## src/rtl/branch_resolve.sv

```systemverilog
// Execute-side branch resolution: queues fetch-time predictions and drives redirects back to the PC block.
// Optional BRANCH_STATS_EN adds saturating resolved/mispredict counters.
`ifndef BRANCH_RESOLVE_DEFS
`define BRANCH_RESOLVE_DEFS
`define HOLDPIP_BUS 2:0
`define HOLD_NO 3'b000
`define INST_B 7'b1100011
`define PREDICT_JUMP_ENABLE 1'b1
`define JUMP_CAUSE_BUS 2:0
`define JUMP_CAUSE_NO 3'd0
`define JUMP_CAUSE_PREDICT_NO_BUT_YES 3'd1
`define JUMP_CAUSE_PREDICT_YES_BUT_NO 3'd2
`define JUMP_CAUSE_NOCONDITION 3'd3
`define JUMP_CAUSE_INTERRUPT 3'd4
`define JUMP_CAUSE_EXCEPTION 3'd5
`endif

module branch_resolve #(
    parameter int DEPTH = 4,
    parameter int PTR_W = 2
) (
    input  logic                   clk,
    input  logic                   rst,
    input  logic [`HOLDPIP_BUS]    hold_flag_i,
    input  logic [31:0]            fetch_pc_i,
    input  logic [31:0]            fetch_inst_i,
    input  logic                   predict_to_jump_i,
    input  logic                   resolve_valid_i,
    input  logic [31:0]            resolve_pc_i,
    input  logic                   resolve_taken_i,
    input  logic [31:0]            resolve_target_i,
    input  logic                   uncond_valid_i,
    input  logic [31:0]            uncond_pc_i,
    input  logic [31:0]            uncond_target_i,
    input  logic                   irq_valid_i,
    input  logic                   exc_valid_i,
    input  logic [31:0]            trap_target_i,
    output logic [`JUMP_CAUSE_BUS] jump_cause_o,
    output logic [31:0]            jump_from_addr_o,
    output logic [31:0]            jump_to_addr_o,
    output logic                   queue_full_o,
    output logic                   resolve_mismatch_o
`ifdef BRANCH_STATS_EN
    ,
    output logic [31:0]            stat_resolved_o,
    output logic [31:0]            stat_mispredict_o
`endif
);

    logic [DEPTH-1:0][31:0] q_pc;
    logic [DEPTH-1:0]       q_flag;
    logic [PTR_W-1:0]       rd_ptr, wr_ptr;
    logic [PTR_W:0]         count;

    logic                   head_hit, predicted, redirect, push, pop;
    logic [`JUMP_CAUSE_BUS] cause_nxt;
    logic [31:0]            from_nxt, to_nxt;
    logic                   unused_inst;

    assign unused_inst  = ^fetch_inst_i[31:7];
    assign queue_full_o = (count == (PTR_W+1)'(DEPTH));
    assign head_hit     = (count != '0) && (q_pc[rd_ptr] == resolve_pc_i);
    // An unmatched resolve is treated as a not-taken prediction.
    assign predicted    = head_hit && (q_flag[rd_ptr] == `PREDICT_JUMP_ENABLE);

    always_comb begin
        cause_nxt = `JUMP_CAUSE_NO;
        from_nxt  = '0;
        to_nxt    = '0;
        if (exc_valid_i) begin
            cause_nxt = `JUMP_CAUSE_EXCEPTION;
            to_nxt    = trap_target_i;
        end else if (irq_valid_i) begin
            cause_nxt = `JUMP_CAUSE_INTERRUPT;
            to_nxt    = trap_target_i;
        end else if (resolve_valid_i && predicted && !resolve_taken_i) begin
            cause_nxt = `JUMP_CAUSE_PREDICT_YES_BUT_NO;
            from_nxt  = resolve_pc_i;
            to_nxt    = resolve_pc_i + 32'd4;
        end else if (resolve_valid_i && !predicted && resolve_taken_i) begin
            cause_nxt = `JUMP_CAUSE_PREDICT_NO_BUT_YES;
            from_nxt  = resolve_pc_i;
            to_nxt    = resolve_target_i;
        end else if (uncond_valid_i) begin
            cause_nxt = `JUMP_CAUSE_NOCONDITION;
            from_nxt  = uncond_pc_i;
            to_nxt    = uncond_target_i;
        end
    end

    assign redirect = (cause_nxt != `JUMP_CAUSE_NO);
    assign pop      = resolve_valid_i && head_hit && !redirect;
    assign push     = (fetch_inst_i[6:0] == `INST_B) && (hold_flag_i == `HOLD_NO)
                      && !queue_full_o && !redirect;

    always_ff @(posedge clk or posedge rst) begin
        if (rst) begin
            jump_cause_o       <= `JUMP_CAUSE_NO;
            jump_from_addr_o   <= '0;
            jump_to_addr_o     <= '0;
            resolve_mismatch_o <= 1'b0;
            rd_ptr             <= '0;
            wr_ptr             <= '0;
            count              <= '0;
        end else begin
            jump_cause_o       <= cause_nxt;
            jump_from_addr_o   <= from_nxt;
            jump_to_addr_o     <= to_nxt;
            resolve_mismatch_o <= resolve_valid_i && !head_hit;
            if (redirect) begin
                rd_ptr <= '0;
                wr_ptr <= '0;
                count  <= '0;
            end else begin
                if (push) wr_ptr <= wr_ptr + 1'b1;
                if (pop)  rd_ptr <= rd_ptr + 1'b1;
                count <= count + {{PTR_W{1'b0}}, push} - {{PTR_W{1'b0}}, pop};
            end
        end
    end

    // Entry storage needs no reset; validity is tracked by count.
    always_ff @(posedge clk) begin
        if (push) begin
            q_pc[wr_ptr]   <= fetch_pc_i;
            q_flag[wr_ptr] <= predict_to_jump_i;
        end
    end

`ifdef BRANCH_STATS_EN
    always_ff @(posedge clk or posedge rst) begin
        if (rst) begin
            stat_resolved_o   <= '0;
            stat_mispredict_o <= '0;
        end else begin
            if (resolve_valid_i && stat_resolved_o != 32'hFFFF_FFFF)
                stat_resolved_o <= stat_resolved_o + 32'd1;
            if ((cause_nxt == `JUMP_CAUSE_PREDICT_NO_BUT_YES ||
                 cause_nxt == `JUMP_CAUSE_PREDICT_YES_BUT_NO) &&
                stat_mispredict_o != 32'hFFFF_FFFF)
                stat_mispredict_o <= stat_mispredict_o + 32'd1;
        end
    end
`endif

endmodule

```

## config.mk

```make
export PLATFORM = sky130hd
export DESIGN_NAME = branch_resolve
export DESIGN_NICKNAME = d
export VERILOG_FILES = /design/src/rtl/branch_resolve.sv
export SDC_FILE = /design/constraint.sdc
export NUM_CORES = 1
export LEC_CHECK = 0
export CAP_MARGIN = 10
export CORE_ASPECT_RATIO = 0.6
export CORE_UTILIZATION = 35
export CTS_BUF_LIST = sky130_fd_sc_hd__clkbuf_2 sky130_fd_sc_hd__clkbuf_4 sky130_fd_sc_hd__clkbuf_8
export DETAILED_ROUTE_END_ITERATION = 12
export PLACE_DENSITY = 0.68
export SETUP_SLACK_MARGIN = 0.2
export SYNTH_ARGS = -nofsm -noshare
export SYNTH_HDL_FRONTEND = slang
export SYNTH_SLANG_ARGS = --single-unit
```

## constraint.sdc

```tcl
create_clock -name clk -period 6.1 [get_ports clk]
set_input_delay 1.22 -clock clk [delete_from_list [all_inputs] [get_ports clk]]
set_output_delay 1.22 -clock clk [all_outputs]
set_load 0.02 [all_outputs]
```

==> results.sh <==
export IMPL_met3WireLength_um=3980
export IMPL_yosysTopAreaCell="edfxtp_1"
export IMPL_synthCells=807
export IMPL_fin_tns_setup_ns=0
export IMPL_synth_compound_area_share=0.123
export IMPL_hold_viol_final=0
export IMPL_place_gp_congestion=0.914
export IMPL_fin_total_pwr_mw=3.22
export IMPL_fin_crit_sh=0.841
export IMPL_cts_tree="built"
export IMPL_critPathArrivalTime_ns=5.63
export IMPL_drc=0
export IMPL_yosysSeqAreaShare=0.578
export IMPL_start_util=0.361
export IMPL_synth_top_family_by_area="compound AO/OA/AOI/OAI gates"
export IMPL_highest_layer="met5"
export IMPL_comb_power_share=0.136
export IMPL_wire_per_inst_um=24.7
export IMPL_n_fill_cell=2490
export IMPL_numClockSinks=207
export IMPL_die_w_um=221
export IMPL_power_density_nw_per_um2=230
export IMPL_synth_area_leaders="edfxtp_1 39%, dfrtp_1 19%, mux4_2 4.9%"
export IMPL_cts_setup_buffers=0
export IMPL_gr_total_overflow=0
export IMPL_cts_hold_buf=0
export IMPL_synth_ff_type="edfxtp_1"
export IMPL_dp_hpwl_um=26500
export IMPL_syn_avg_cell_area_sq_um=12.5
export IMPL_syn_nets=1050
export IMPL_min_path_type="register to register"
export IMPL_clkLatencyLatePin_ns=0.61
export IMPL_antenna_found_initial=6
export IMPL_cts_made_buffers=31
export IMPL_p_int_mw=2.45
export IMPL_synth_edf_count=132
export IMPL_synthesis_area_sq_um=10100
export IMPL_power_switching_mw=0.777
export IMPL_ioPinCount=304
export IMPL_portBuffers=278
export IMPL_wl_met1_um=15400
export IMPL_swShare=0.241
export IMPL_crit_path_start_kind="register"
export IMPL_worst_setup_path_end_kind="register"
export IMPL_fin_skew_ns=0.0348
export IMPL_cts_max_level=1
export IMPL_dr_pass1_iters=6
export IMPL_first_iter_violations=856
export IMPL_synth_simple_gate_area_frac=0.112
export IMPL_worst_ep_required_time_ns=6.61
export IMPL_clk_pin_slew_ns=0.07
export IMPL_layout_commonest_cell="clkdlybuf4s50_1"
export IMPL_ctsResizeCount=0
export IMPL_fin_crit_ns=5.13
export IMPL_row_count=47
export IMPL_final_antenna_net_count=0
export IMPL_setup_violations=0
export IMPL_fmax_mhz=195
export IMPL_grt_max_degree=74
export IMPL_max_slew_worst_pin_slew_ns=1.10
export IMPL_seqPwrFrac=0.475
export IMPL_clock_path_buffers=3
export IMPL_grt_pass1_wl_um=53200
export IMPL_multi_input_area_sq_um=3910
export IMPL_dr_wl_met2_um=16000
export IMPL_ys_warn_count=0
export IMPL_routed_wl_um=36500
export IMPL_async_flop_share=0.362
export IMPL_outcome="complete, no violations"
export IMPL_vias_per_cell=5.62
export IMPL_layout_common_cells="277 x clkdlybuf4s50_1, 132 x edfxtp_1, 73 x dfrtp_1, 51 x nand2_1, 45 x nand4_1"
export IMPL_clock_root_buffer="clkbuf_8"
export IMPL_p_leak_nw=4.98
export IMPL_maxCapViolCount=0
export IMPL_slew_headroom=0.261
export IMPL_cp_max_fo=20
export IMPL_regArea_sq_um=5840
export IMPL_fp_dieH_um=134
export IMPL_synthAdderAreaFrac=0.0106
export IMPL_track_usage=0.246
export IMPL_synthXorXnorAreaFrac=0.0494
export IMPL_ys_seq_elements=207
export IMPL_dieArea_sq_um=29600
export IMPL_vias=8323
export IMPL_synth_cell_types=65
export IMPL_synth_top_cell_area_share=0.392
export IMPL_ir_worst_vdd_uv=129
export IMPL_syn2layout_area_growth_pct=38.5
export IMPL_core_region_area_sq_um=28000
export IMPL_synthMuxAreaShare=0.0900
export IMPL_nets=1331
export IMPL_rsz0062_at_grt="no"
export IMPL_critPathKind="register to register"
export IMPL_drive_above_1_share=0.124
export IMPL_finalMaxSlewViolations=0
export IMPL_clock_power_share=0.390
export IMPL_first_global_vias=8207
==> metrics by stage <==
| stage | cells | setup slack (ns) | hold WS (ns) | area (sq um) | util |
|---|---|---|---|---|---|
| 6_report | 1481 | 0.972 | 0.660 | 14000 | 0.500 |
| 5_1_grt | 1480 | 0.674 | 0.703 | 14000 | 0.500 |
| 4_1_cts | 1479 | 1.06 | 0.649 | 14000 | 0.500 |
| 3_5_place_dp | 1422 | 0.745 | 0.634 | 13300 | 0.475 |
| 3_3_place_gp | 1422 | 0.792 | 0.639 | 13300 | 0.475 |
| 2_1_floorplan | 807 | 1.31 | 0.601 | 10100 | - |
==> cell families after synthesis <==
logic type                 after synthesis
and+or+nand+nor                        207
DFF                                    207
AOI/OAI and AO/OA                      186
buffers and inverters                   80
muxes                                   62
xor gates and xnor gates                57
adders and majority gates                8
==> flip-flops by register name (all words and copies together), names as in the netlist <==
name,cells
count,3
jump_cause_o,3
jump_from_addr_o,32
jump_to_addr_o,32
q_flag,4
q_pc,128
rd_ptr,2
resolve_mismatch_o,1
wr_ptr,2
==> critical path: stages, from the launching register on <==
cell and delay [ns]:
dfrtp_2 0.82, mux4_2 0.66, xnor2_1 0.24, nand4_1 0.13
nor4b_1 0.32, nor4b_1 0.64, nand3_1 0.42, nand2_1 0.28
nor4_1 0.08, ha_1 0.33, inv_1 0.05, ha_1 0.13
inv_1 0.05, fa_1 0.37, xnor2_1 0.20, xnor2_1 0.10
and3_1 0.18
==> cell type report <==
class / instances / area share
flip-flops and latches: 207 / 0.418
clock buffers: 46 / 0.0394
multi-input cells: 520 / 0.279
repair buffers: 310 / 0.217
diodes: 2 / 0.000358
well taps: 367 / 0.0328
inverters: 18 / 0.00492
clock inverters: 11 / 0.00921
==> synth_stat cells (17+ instances only) <==
cell and number:
nand2_1 51, nor2_1 32, a211oi_1 19, clkbuf_1 40, o21ai_1 27, dfrtp_1 75, a21oi_1 36, xnor2_1 43
mux2i_1 32, o21ai_0 41, mux4_2 22, edfxtp_1 132, nand4_1 45, inv_1 17
==> power by group through the flow <==
stage / combinational (mW) / clock [mW] / sequential [mW]
2_1_floorplan: 0.125 / 0 / 1.59
3_3_place_gp: 0.431 / 0 / 1.56
3_5_place_dp: 0.434 / 0 / 1.56
4_1_cts: 0.436 / 1.28 / 1.53
5_1_grt: 0.463 / 1.34 / 1.53
6_report: 0.438 / 1.26 / 1.53
==> worst paths after layout <==
kind,startpoint,end,slack [ns],depth (start not counted)
max,rd_ptr[0],count[2],0.97,16
min,count[0],count[0],0.66,2
max reg2reg,rd_ptr[0],count[2],0.97,16
min reg2reg,count[0],count[0],0.66,2
max in group asynchronous,rst,rd_ptr[1],4.09,3
min in group asynchronous,rst,jump_cause_o[2],0.88,2
==> per-layer routing <==
metal  vias up  GRT usage
met5         -          0
met4         8     0.0781
met3        81     0.0818
met2       460      0.373
met1      4098      0.331
li1       3676          -
No activity file was read; power rests on OpenSTA's default activity.
